## config.mk

```make
export PLATFORM = sky130hd
export DESIGN_NAME = spi_regfile_peripheral_flat
export DESIGN_NICKNAME = d
export VERILOG_FILES = /design/src/rtl/spi_regfile_pkg.sv /design/src/rtl/spi_regfile_peripheral_if.sv /design/src/rtl/spi_sync_edge.sv /design/src/rtl/spi_regfile_peripheral.sv /design/src/flat_wrapper.sv
export SDC_FILE = /design/constraint.sdc
export NUM_CORES = 1
export LEC_CHECK = 0
export CAP_MARGIN = 20
export CELL_PAD_IN_SITES_DETAIL_PLACEMENT = 0
export CELL_PAD_IN_SITES_GLOBAL_PLACEMENT = 2
export CORE_ASPECT_RATIO = 0.6
export CORE_MARGIN = 10
export CORE_UTILIZATION = 34
export CTS_BUF_LIST = sky130_fd_sc_hd__clkbuf_16
export CTS_CLUSTER_DIAMETER = 50
export DETAILED_ROUTE_END_ITERATION = 7
export PLACE_DENSITY = 0.8
export SYNTH_ARGS = -nofsm -noshare
export SYNTH_HDL_FRONTEND = slang
export SYNTH_SLANG_ARGS = --single-unit
export TNS_END_PERCENT = 10
```

## constraint.sdc

```tcl
create_clock -name clk -period 3.27 [get_ports clk]
set_clock_uncertainty 0.05 [all_clocks]
set_input_delay 0.4905 -clock clk [delete_from_list [all_inputs] [get_ports clk]]
set_output_delay 0.4905 -clock clk [all_outputs]
set_load 0.01 [all_outputs]
```

## src/rtl/spi_regfile_pkg.sv

```systemverilog
// ============================================================================
// spi_regfile_pkg : shared constants, FSM encoding and helpers for the SPI
//                   register-file peripheral.  Rev 1.0
// ============================================================================
`default_nettype none

package spi_regfile_pkg;

  localparam int CMD_BITS = 8;
  localparam int ADDR_W   = 7;
  localparam int RW_BIT   = 7;     // position of R/W inside the command byte
  localparam logic RW_WRITE = 1'b1;

  typedef enum logic [1:0] {
    ST_IDLE = 2'd0,
    ST_CMD  = 2'd1,
    ST_DATA = 2'd2,
    ST_DONE = 2'd3
  } state_e;

  function automatic logic addr_valid(input logic [ADDR_W-1:0] addr, input int num_regs);
    return int'(addr) < num_regs;
  endfunction

endpackage

`default_nettype wire

```

## src/rtl/spi_regfile_peripheral_if.sv

```systemverilog
// ============================================================================
// spi_regfile_peripheral_if : SPI pad-side signal bundle (mode 0).  Rev 1.0
// ============================================================================
`default_nettype none

interface spi_regfile_peripheral_if;
  logic SCLK;
  logic COPI;
  logic nCS;
  logic CIPO;
  logic cipo_oe;

  modport master (output SCLK, output COPI, output nCS, input CIPO, input cipo_oe);
  modport slave  (input SCLK, input COPI, input nCS, output CIPO, output cipo_oe);
endinterface

`default_nettype wire

```

## src/rtl/spi_sync_edge.sv

```systemverilog
// ============================================================================
// spi_sync_edge : STAGES-deep synchroniser with registered rise/fall pulses.
//                 Rev 1.0
// ============================================================================
`default_nettype none

module spi_sync_edge #(
  parameter int   STAGES  = 2,
  parameter logic RST_VAL = 1'b0
) (
  input  logic clk,
  input  logic rst,
  input  logic async_i,
  output logic level_o,
  output logic rise_o,
  output logic fall_o
);

  logic [STAGES-1:0] sync_q;
  logic              level_q;
  logic              rise_q;
  logic              fall_q;

  // level_q is the previous synchronised value, so it lines up with the pulses
  always_ff @(posedge clk or posedge rst) begin
    if (rst) begin
      sync_q  <= {STAGES{RST_VAL}};
      level_q <= RST_VAL;
      rise_q  <= 1'b0;
      fall_q  <= 1'b0;
    end else begin
      sync_q  <= {sync_q[STAGES-2:0], async_i};
      level_q <= sync_q[STAGES-1];
      rise_q  <= sync_q[STAGES-1] & ~level_q;
      fall_q  <= ~sync_q[STAGES-1] & level_q;
    end
  end

  assign level_o = level_q;
  assign rise_o  = rise_q;
  assign fall_o  = fall_q;

endmodule

`default_nettype wire

```

## src/rtl/spi_regfile_peripheral.sv

```systemverilog
// ============================================================================
// spi_regfile_peripheral : mode-0 SPI target exposing NUM_REGS registers of
//                          DATA_W bits with write-on-deselect commit.  Rev 1.0
// ============================================================================
`default_nettype none

module spi_regfile_peripheral
  import spi_regfile_pkg::*;
#(
  parameter int NUM_REGS    = 5,
  parameter int DATA_W      = 8,
  parameter int SYNC_STAGES = 2,
  parameter logic [NUM_REGS*DATA_W-1:0] RST_VAL = '0
) (
  input  logic                       clk,
  input  logic                       rst,
  spi_regfile_peripheral_if.slave    spi,
  output logic [NUM_REGS*DATA_W-1:0] regs_flat,
  output logic                       wr_strobe,
  output logic [ADDR_W-1:0]          wr_addr,
  output logic                       frame_err
);

  localparam int FRAME_BITS = CMD_BITS + DATA_W;
  localparam int CNT_W      = $clog2(FRAME_BITS + 1);
  localparam int SETTLE     = SYNC_STAGES + 1;

  logic w_sclk_level, w_sclk_rise, w_sclk_fall;
  logic w_copi_level, w_copi_rise, w_copi_fall;
  logic w_ncs_level,  w_ncs_rise,  w_ncs_fall;
  logic w_unused_sync;

  spi_sync_edge #(.STAGES(SYNC_STAGES), .RST_VAL(1'b0)) u_sync_sclk (
    .clk(clk), .rst(rst), .async_i(spi.SCLK),
    .level_o(w_sclk_level), .rise_o(w_sclk_rise), .fall_o(w_sclk_fall)
  );

  spi_sync_edge #(.STAGES(SYNC_STAGES), .RST_VAL(1'b0)) u_sync_copi (
    .clk(clk), .rst(rst), .async_i(spi.COPI),
    .level_o(w_copi_level), .rise_o(w_copi_rise), .fall_o(w_copi_fall)
  );

  spi_sync_edge #(.STAGES(SYNC_STAGES), .RST_VAL(1'b1)) u_sync_ncs (
    .clk(clk), .rst(rst), .async_i(spi.nCS),
    .level_o(w_ncs_level), .rise_o(w_ncs_rise), .fall_o(w_ncs_fall)
  );

  assign w_unused_sync = ^{w_sclk_level, w_copi_rise, w_copi_fall};

  state_e                    state_q;
  logic [CNT_W-1:0]          bit_cnt_q;
  logic [FRAME_BITS-1:0]     shift_in_q;
  logic [DATA_W-1:0]         shift_out_q;
  logic                      cipo_q;
  logic                      wr_strobe_q;
  logic                      frame_err_q;
  logic [ADDR_W-1:0]         wr_addr_q;
  logic [NUM_REGS*DATA_W-1:0] regs_q;
  logic                      armed_q;
  logic [2:0]                settle_q;

  logic [FRAME_BITS-1:0] w_shift_next;
  logic [CMD_BITS-1:0]   w_cmd_now;
  logic [ADDR_W-1:0]     w_cmd_addr;
  logic                  w_cmd_rd;
  logic [CMD_BITS-1:0]   w_frm_cmd;
  logic [ADDR_W-1:0]     w_frm_addr;
  logic                  w_frm_wr;
  logic [DATA_W-1:0]     w_frm_data;
  logic [DATA_W-1:0]     w_rd_data;

  assign w_shift_next = {shift_in_q[FRAME_BITS-2:0], w_copi_level};
  // command byte as it stands once the current sample is included
  assign w_cmd_now    = w_shift_next[CMD_BITS-1:0];
  assign w_cmd_addr   = w_cmd_now[ADDR_W-1:0];
  assign w_cmd_rd     = (w_cmd_now[RW_BIT] != RW_WRITE);
  assign w_frm_cmd    = shift_in_q[FRAME_BITS-1 -: CMD_BITS];
  assign w_frm_addr   = w_frm_cmd[ADDR_W-1:0];
  assign w_frm_wr     = (w_frm_cmd[RW_BIT] == RW_WRITE);
  assign w_frm_data   = shift_in_q[DATA_W-1:0];

  always_comb begin
    w_rd_data = '0;
    for (int i = 0; i < NUM_REGS; i++) begin
      if (w_cmd_addr == ADDR_W'(i)) w_rd_data = regs_q[i*DATA_W +: DATA_W];
    end
  end

  // A fall is only accepted once nCS has been seen high after reset, so a
  // frame interrupted by reset cannot restart halfway through.
  always_ff @(posedge clk or posedge rst) begin
    if (rst) begin
      state_q     <= ST_IDLE;
      bit_cnt_q   <= '0;
      shift_in_q  <= '0;
      shift_out_q <= '0;
      cipo_q      <= 1'b0;
      wr_strobe_q <= 1'b0;
      frame_err_q <= 1'b0;
      wr_addr_q   <= '0;
      regs_q      <= RST_VAL;
      armed_q     <= 1'b0;
      settle_q    <= '0;
    end else begin
      wr_strobe_q <= 1'b0;
      frame_err_q <= 1'b0;

      if (settle_q != 3'(SETTLE)) settle_q <= settle_q + 1'b1;
      else if (w_ncs_level)       armed_q  <= 1'b1;

      if (w_ncs_rise) begin
        state_q   <= ST_IDLE;
        bit_cnt_q <= '0;
        cipo_q    <= 1'b0;
        case (state_q)
          ST_CMD, ST_DATA: frame_err_q <= 1'b1;
          ST_DONE: begin
            if (w_frm_wr) begin
              if (addr_valid(w_frm_addr, NUM_REGS)) begin
                for (int i = 0; i < NUM_REGS; i++) begin
                  if (w_frm_addr == ADDR_W'(i)) regs_q[i*DATA_W +: DATA_W] <= w_frm_data;
                end
                wr_strobe_q <= 1'b1;
                wr_addr_q   <= w_frm_addr;
              end else begin
                frame_err_q <= 1'b1;
              end
            end
          end
          default: ;
        endcase
      end else if (w_ncs_fall) begin
        if (armed_q) begin
          state_q    <= ST_CMD;
          bit_cnt_q  <= '0;
          shift_in_q <= '0;
          cipo_q     <= 1'b0;
        end
      end else begin
        case (state_q)
          ST_CMD: begin
            if (w_sclk_rise) begin
              shift_in_q <= w_shift_next;
              bit_cnt_q  <= bit_cnt_q + 1'b1;
              if (bit_cnt_q == CNT_W'(CMD_BITS - 1)) begin
                state_q     <= ST_DATA;
                shift_out_q <= w_cmd_rd ? w_rd_data : '0;
              end
            end
          end
          ST_DATA: begin
            if (w_sclk_rise) begin
              shift_in_q <= w_shift_next;
              bit_cnt_q  <= bit_cnt_q + 1'b1;
              if (bit_cnt_q == CNT_W'(FRAME_BITS - 1)) begin
                state_q <= ST_DONE;
                cipo_q  <= 1'b0;
              end
            end else if (w_sclk_fall) begin
              cipo_q      <= shift_out_q[DATA_W-1];
              shift_out_q <= {shift_out_q[DATA_W-2:0], 1'b0};
            end
          end
          default: ;
        endcase
      end
    end
  end

  assign spi.CIPO    = cipo_q;
  assign spi.cipo_oe = ~w_ncs_level;
  assign regs_flat   = regs_q;
  assign wr_strobe   = wr_strobe_q;
  assign wr_addr     = wr_addr_q;
  assign frame_err   = frame_err_q;

endmodule

`default_nettype wire

```

## src/flat_wrapper.sv

```systemverilog
// flat-port wrapper written by rule: the top's interface ports become plain ports
module spi_regfile_peripheral_flat import spi_regfile_pkg::*;
#(
  parameter int NUM_REGS    = 5,
  parameter int DATA_W      = 8,
  parameter int SYNC_STAGES = 2,
  parameter logic [NUM_REGS*DATA_W-1:0] RST_VAL = '0
)
  (clk, rst, regs_flat, wr_strobe, wr_addr, frame_err, spi_SCLK, spi_COPI, spi_nCS, spi_CIPO, spi_cipo_oe);
  spi_regfile_peripheral_if spi_i ();
  input  logic clk;
  input  logic rst;
  output logic [NUM_REGS*DATA_W-1:0] regs_flat;
  output logic wr_strobe;
  output logic [ADDR_W-1:0] wr_addr;
  output logic frame_err;
  input wire logic [$bits(spi_i.SCLK)-1:0] spi_SCLK;
  input wire logic [$bits(spi_i.COPI)-1:0] spi_COPI;
  input wire logic [$bits(spi_i.nCS)-1:0] spi_nCS;
  output wire logic [$bits(spi_i.CIPO)-1:0] spi_CIPO;
  output wire logic [$bits(spi_i.cipo_oe)-1:0] spi_cipo_oe;
  assign spi_i.SCLK = spi_SCLK;
  assign spi_i.COPI = spi_COPI;
  assign spi_i.nCS = spi_nCS;
  assign spi_CIPO = spi_i.CIPO;
  assign spi_cipo_oe = spi_i.cipo_oe;
  spi_regfile_peripheral #(.NUM_REGS(NUM_REGS), .DATA_W(DATA_W), .SYNC_STAGES(SYNC_STAGES), .RST_VAL(RST_VAL)) u_core (.clk(clk), .rst(rst), .spi(spi_i), .regs_flat(regs_flat), .wr_strobe(wr_strobe), .wr_addr(wr_addr), .frame_err(frame_err));
endmodule
```

==> summary.txt, run 1 <==
Critical path
  – Arrival time at the worst endpoint: 2.37 ns
  – Critical path peak fanout: 8
  – Worst Setup Start Kind: flop
  – CP endpoint kind: flop
  – Worst endpoint required time: 3.45 ns
  – Worst setup path class: flop to flop

Job
  – Max Cap Viol: 0

Clock network
  – Hold-fix buffer count after cts: 0
  – CTS tree: built
  – Total setup buffers inserted after CTS: 0
  – Clock insertion delay at the later pin of the skew report: 0.34 ns
  – Quantity of gates resized following cts: 0
  – Clk sink count: 98
  – H-tree depth: 3
  – Root buffer cell: sky130_fd_sc_hd__clkbuf_16
  – Post-CTS clock slew at the launch and capture registers of the worst setup and hold paths: 0.07 ns
  – TritonCTS Buffers: 9
  – Buffer levels on the longest clock path: 2

STA
  – Total Neg Setup Slack: 0 ns
  – Max Transition Viols Final: 0
  – Final hold violation count: 0
  – Setup-violating endpoint count in the final report: 0
  – Final critical delay including setup and external delays: 2.19 ns
  – RSZ-0062 raised after global routing: no
  – Slew HR: 51.2%
  – Pin slew with the least headroom to its limit: 0.732 ns
  – Share of the clock period used by the worst path: 67.1%
  – Fmax achieved: 456 MHz

Route
  – Average wire per standard cell: 18.3 um
  – Overall routed net length: 10100 um
  – DRT Pass-1 Iters: 4
  – Post-route DRC violation count: 0
  – Per-cell via count in the routed design: 5.06
  – DR vias: 2795
  – Number of nets still failing antenna checks after routing: 0
  – First DRT Iteration DRCs: 256

Finish
  – Fill cells: 1139
  – Nets: 395
  – Area Overhead vs Synth: 22.8%
  – Share of cells above drive strength 1: 18.1%
  – Count of placed standard cells in the final layout, fillers left out: 552
  – Layout Utilization: 43.1%
  – Final design area excluding fillers: 0.00523 mm2
  – Antenna cell count: 0

Synth
  – Number of enable flip-flop cells after synthesis: 0
  – Proportion of netlist area held by the largest area contributor: 55.8%
  – Fraction of synthesis flops using an asynchronous set or reset pin: 100%
  – Number of standard cells after synthesis: 335
  – Yosys top cell by area: sky130_fd_sc_hd__dfrtp_1
  – Register area share after synthesis: 57.6%
  – Cell types occupying the most area after synthesis: sky130_fd_sc_hd__dfrtp_1, sky130_fd_sc_hd__mux2_2, sky130_fd_sc_hd__a22o_1
  – Netlist cell types: 47
  – Synth Warn #: 0
  – Avg Cell Area, Syn: 12.7 um2
  – Seq cells post-synth: 98
  – Flip-flop cell with the highest count after synthesis: sky130_fd_sc_hd__dfrtp_1
  – Nets in the synthesized netlist: 348
  – Mapped Area: 0.00426 mm2

Floorplan
  – Initial standard-cell utilization of the core: 35.1%
  – Die area: 0.0176 mm2
  – Die outline width: 165 um
  – I/O Pins: 56
  – Core Box Area: 0.0121 mm2
  – Row count: 31
  – Die extent in y: 107 um

Global route
  – Wire length of the first global-routing pass: 16400 um
  – Largest net degree at the start of global routing: 50
  – Via count of the first global-routing pass: 2822
  – Global routing usage summed across all routing layers: 11.9%
  – Initial antenna violation count: 0
  – Total grt overflow: 0

Outcome
  – Result of the run: complete, no violations

Min path
  – Hold WC Path Type: flop to flop

Place
  – Placed cells: 536
  – IO Port Bufs: 55
  – RePlAce Congestion: 0.760
  – Post-detail-place hpwl: 7270 um
  – Instance area after placement: 0.00494 mm2

Pwr
  – Peak supply drop: 0.272 mV
  – Leakage power: 2.42 nW
  – Power per cell area: 504 mW/mm2
## cell usage in the layout, fill, tap and decap left out, types with 7 or more instances in the layout
master	n
sky130_fd_sc_hd__nor2_1	11
sky130_fd_sc_hd__dfrtp_1	95
sky130_fd_sc_hd__o22ai_1	7
sky130_fd_sc_hd__nand2_1	15
sky130_fd_sc_hd__mux2i_1	9
sky130_fd_sc_hd__a22oi_1	7
sky130_fd_sc_hd__inv_1	11
sky130_fd_sc_hd__a22o_1	16
sky130_fd_sc_hd__o21ai_1	16
sky130_fd_sc_hd__ha_1	8
sky130_fd_sc_hd__clkdlybuf4s50_1	55
sky130_fd_sc_hd__mux2_1	9
sky130_fd_sc_hd__clkbuf_16	9
sky130_fd_sc_hd__mux2_2	40
sky130_fd_sc_hd__and2_1	12
## worst max-delay path: stages (launching register included)
cell and delay [ns]:
sky130_fd_sc_hd__dfrtp_1 0.40, sky130_fd_sc_hd__or4_4 0.57, sky130_fd_sc_hd__nor3_4 0.25, sky130_fd_sc_hd__and3b_1 0.44, sky130_fd_sc_hd__mux2_1 0.37
## registers in the layout, indices dropped and copies added (netlist names), 2 cells and up
| signal | cells |
|---|---|
| u_core.shift_in_q | 16 |
| u_core.u_sync_copi.sync_q | 2 |
| u_core.bit_cnt_q | 5 |
| u_core.regs_flat | 40 |
| u_core.shift_out_q | 8 |
| u_core.settle_q | 3 |
| u_core.u_sync_ncs.sync_q | 2 |
| u_core.wr_addr | 7 |
| u_core.state_q | 2 |
| u_core.u_sync_sclk.sync_q | 2 |
## cells by family after synthesis
group | Yosys count | synth area share [%]
flops | 98 | 57.6
simple gates | 73 | 10.1
compound gates | 64 | 10.2
mux | 61 | 16.3
buf+inv | 30 | 3.23
fa+ha+maj | 8 | 2.35
xor+xnor | 1 | 0.206
## final timing paths
kind                                              start                            to  slack, ns  cells after the start
setup reg to reg                  u_core.shift_in_q[14]          u_core.regs_flat[18]       1.08                      4
hold / removal             u_core.u_sync_copi.sync_q[0]  u_core.u_sync_copi.sync_q[1]       0.30                      0
min in group asynchronous                           rst             u_core.wr_addr[4]       0.44                      2
max in group asynchronous                           rst     u_core.u_sync_ncs.level_o       2.06                      3
setup / recovery                  u_core.shift_in_q[14]          u_core.regs_flat[18]       1.08                      4
hold reg to reg            u_core.u_sync_copi.sync_q[0]  u_core.u_sync_copi.sync_q[1]       0.30                      0
## cell usage after synthesis, types with 2 or more instances
library cell	number
sky130_fd_sc_hd__mux2_1	9
sky130_fd_sc_hd__a22oi_1	7
sky130_fd_sc_hd__a31oi_1	2
sky130_fd_sc_hd__and3b_1	2
sky130_fd_sc_hd__or2_1	2
sky130_fd_sc_hd__a21oi_1	4
sky130_fd_sc_hd__nand3_2	2
sky130_fd_sc_hd__buf_2	2
sky130_fd_sc_hd__clkbuf_1	14
sky130_fd_sc_hd__a22o_1	16
sky130_fd_sc_hd__nand3_1	4
sky130_fd_sc_hd__mux2_4	2
sky130_fd_sc_hd__o21ai_1	16
sky130_fd_sc_hd__or4_4	2
sky130_fd_sc_hd__nand3b_1	2
sky130_fd_sc_hd__nor3_1	2
sky130_fd_sc_hd__dfstp_2	3
sky130_fd_sc_hd__mux2i_1	9
sky130_fd_sc_hd__nand2b_1	4
sky130_fd_sc_hd__nor2b_1	5
sky130_fd_sc_hd__o22ai_1	7
sky130_fd_sc_hd__or3_1	2
sky130_fd_sc_hd__inv_1	9
sky130_fd_sc_hd__o21ai_0	5
sky130_fd_sc_hd__buf_6	2
sky130_fd_sc_hd__ha_1	8
sky130_fd_sc_hd__and2_1	12
sky130_fd_sc_hd__dfrtp_1	95
sky130_fd_sc_hd__and3_1	2
sky130_fd_sc_hd__nand2_1	15
sky130_fd_sc_hd__nor2_1	11
sky130_fd_sc_hd__mux2_2	40
sky130_fd_sc_hd__o41ai_1	2
sky130_fd_sc_hd__a21o_1	2
sky130_fd_sc_hd__buf_4	2
## routing by layer
metal,part of all wire (%),vias to the layer above,GRT usage (%)
met2,39,81,15.3
met4,0.88,0,3.21
li1,-,1303,-
met3,8.3,12,4.93
met5,0,-,0
met1,52,1399,17.5
## stage by stage
| step | setup WS (ns) | hold slack [ns] | power, mW |
|---|---|---|---|
| after floorplan | 0.172 | 0.281 | 1.56 |
| after global placement | 1.12 | 0.284 | 1.63 |
| after detailed placement | 1.06 | 0.286 | 1.64 |
| after CTS | 1.05 | 0.301 | 2.67 |
| after global routing | 0.925 | 0.301 | 2.78 |
| final | 1.08 | 0.300 | 2.64 |
## where the power goes
group          switching [mW]  internal (mW)
Clock                   0.444          0.586
Sequential             0.0656           1.26
Combinational           0.178          0.108
Total                   0.687           1.95
## layout make-up
type	count	area [um2]	area share [%]
Clock inverter	7	62.6	1.20
Timing Repair Buffer	57	578	11.0
Multi-Input combinational cell	207	1670	31.9
Sequential cell	98	2460	46.9
Tap cell	165	206	3.95
Clock buffer	9	225	4.30
Inverter	9	36.3	0.693
No activity file was read; power rests on OpenSTA's default activity.
==> run 2, diff against run 1 <==
==> constraint.sdc (replaced) <==
create_clock -name clk -period 1.83 [get_ports clk]
set_clock_uncertainty 0.05 [all_clocks]
set_input_delay 0.2745 -clock clk [delete_from_list [all_inputs] [get_ports clk]]
set_output_delay 0.2745 -clock clk [all_outputs]
set_load 0.01 [all_outputs]
==> run 2 against run 1 <==
The flow now finishes with violations (setup timing); critical path depth up 1; combinational power rose to 2.6 times the previous value; sequential power is 76% higher; cell count increased by 5.3%; via count rose by 0.89%; highest routed layer unchanged.
==> summary.txt, run 2 (same netlist as run 1, synthesis figures left out) <==
Outcome
  – Result of the run: complete, but fails checks
  – Violations in the final reports: setup timing

Critical path
  – Series of cell instances along the critical path: or4_4 > nor3_4 > and3b_1 > buf_6 > mux2_1
  – CP endpoint kind: flop
  – Critical path peak fanout: 8
  – Worst endpoint required time: 2.00 ns
  – Arrival time at the worst endpoint: 2.18 ns
  – Worst setup path class: flop to flop
  – CP bufs+invs: 1
  – Beginning of the critical path: u_core.shift_in_q[11]
  – Largest stage delay, worst path: 0.56 ns
  – Worst path top cell family by delay: simple AND/OR/NAND/NOR gates
  – Worst Setup Start Kind: flop
  – Crit Reg-Reg Startpoint: u_core.shift_in_q[11]
  – Critical Path Slowest Stage Cell: sky130_fd_sc_hd__or4_4

Global route
  – Largest net degree at the start of global routing: 73
  – Via count of the first global-routing pass: 3035
  – Initial antenna violation count: 0
  – Wire length of the first global-routing pass: 17500 um
  – Global routing usage summed across all routing layers: 12.7%
  – Total grt overflow: 0

Clock network
  – Clock insertion delay at the later pin of the skew report: 0.34 ns
  – H-tree depth: 3
  – Buffer levels on the longest clock path: 2
  – Clk sink count: 98
  – TritonCTS Buffers: 9
  – Post-CTS clock slew at the launch and capture registers of the worst setup and hold paths: 0.06 ns
  – Hold-fix buffer count after cts: 0
  – Root buffer cell: sky130_fd_sc_hd__clkbuf_16
  – CTS tree: built

Floorplan
  – Die extent in y: 107 um
  – I/O Pins: 56
  – Die area: 0.0176 mm2
  – Row count: 31
  – Core Box Area: 0.0121 mm2
  – Initial standard-cell utilization of the core: 35.1%
  – Die outline width: 165 um

Place
  – Post-detail-place hpwl: 7600 um
  – Placed cells: 563
  – RePlAce Congestion: 0.840
  – IO Port Bufs: 55

Finish
  – Share of cells above drive strength 1: 29.1%
  – Most common library cell in the layout ignoring fill and taps: sky130_fd_sc_hd__dfrtp_1
  – Count of placed standard cells in the final layout, fillers left out: 581
  – Layout Utilization: 46.7%
  – Number of flip-flops under the largest register name: 40
  – Antenna cell count: 0
  – Nets: 425
  – Area Overhead vs Synth: 33.2%
  – Most frequent cells in the layout: sky130_fd_sc_hd__dfrtp_1, sky130_fd_sc_hd__clkdlybuf4s50_1, sky130_fd_sc_hd__mux2_2, sky130_fd_sc_hd__buf_4, sky130_fd_sc_hd__a22o_1

Pwr
  – Power per cell area: 909 mW/mm2
  – Peak supply drop: 0.536 mV
  – Leakage power: 2.61 nW

STA
  – Pin slew with the least headroom to its limit: 0.427 ns
  – Final hold violation count: 0
  – Fmax achieved: 497 MHz
  – Total Neg Setup Slack: -4.64 ns
  – Max Transition Viols Final: 0
  – Slew HR: 71.5%
  – Setup-violating endpoint count in the final report: 48
  – Final critical delay including setup and external delays: 2.01 ns
  – Share of the clock period used by the worst path: 110%
  – Setup slack after layout: -0.180 ns
  – RSZ-0062 raised after global routing: yes

Route
  – DR vias: 2820
  – Per-cell via count in the routed design: 4.85
  – First DRT Iteration DRCs: 170
  – DRT Pass-1 Iters: 4
  – Overall routed net length: 10600 um
  – Post-route DRC violation count: 0
  – Average wire per standard cell: 18.3 um
  – Number of nets still failing antenna checks after routing: 0

Min path
  – Worst hold path startpoint: spi_nCS
  – Hold WC Path Type: input pin to flop

Job
  – Max Cap Viol: 0
-- run 2: worst paths after layout --
check | slack [ns] | endpoint | depth (start not counted)
min reg2reg | 0.30 | u_core.u_sync_sclk.sync_q[1] | 0
min in group asynchronous | 0.34 | u_core.shift_in_q[9] | 3
max in group asynchronous | 1.03 | u_core.u_sync_ncs.level_o | 3
max | -0.18 | u_core.regs_flat[19] | 5
min | 0.29 | u_core.u_sync_ncs.sync_q[0] | 1
max reg2reg | -0.18 | u_core.regs_flat[19] | 5
-- run 2: repair_timing --
item / 4_1_cts / 5_1_grt
pin swaps: 3 / 2
endpoints found under the setup margin: 71 / 74
gates resized for setup: 25 / 5
setup buffers: 3 / 0
-- run 2: report_power, final --
group / total, mW / switching (mW) / internal (mW)
Clock: 2.10 / 0.781 / 1.32
Combinational: 0.734 / 0.414 / 0.320
Sequential: 2.32 / 0.0724 / 2.25
Total: 5.16 / 1.27 / 3.89
-- run 2: metal layers --
metal / global-route usage, % / vias up / part of all wire, %
met5: 0 / - / 0
met4: 2.27 / 0 / 0.52
met3: 5.12 / 8 / 6.2
met2: 16.0 / 67 / 40
met1: 19.6 / 1392 / 54
li1: - / 1353 / -
-- run 2: area by class of cell --
type | count | area [um2]
clock buffers | 9 | 225
clock inverters | 6 | 106
fillers | 1088 | 6460
inverters | 9 | 37.5
multi-input cells | 207 | 1800
flip-flops and latches | 98 | 2460
well taps | 165 | 206
repair buffers | 87 | 845
-- run 2: through the flow --
| step | instance area, um2 | hold WS (ns) | worst slack, ns | power (mW) |
|---|---|---|---|---|
| 5_1_grt | 5680 | 0.283 | -0.258 | 5.43 |
| 4_1_cts | 5650 | 0.275 | -0.144 | 5.18 |
| 3_5_place_dp | 5170 | 0.286 | -0.217 | 3.01 |
| 6_report | 5680 | 0.286 | -0.180 | 5.16 |
| 2_1_floorplan | 4270 | 0.229 | -0.129 | 2.79 |
| 3_3_place_gp | 5170 | 0.286 | -0.197 | 3.00 |
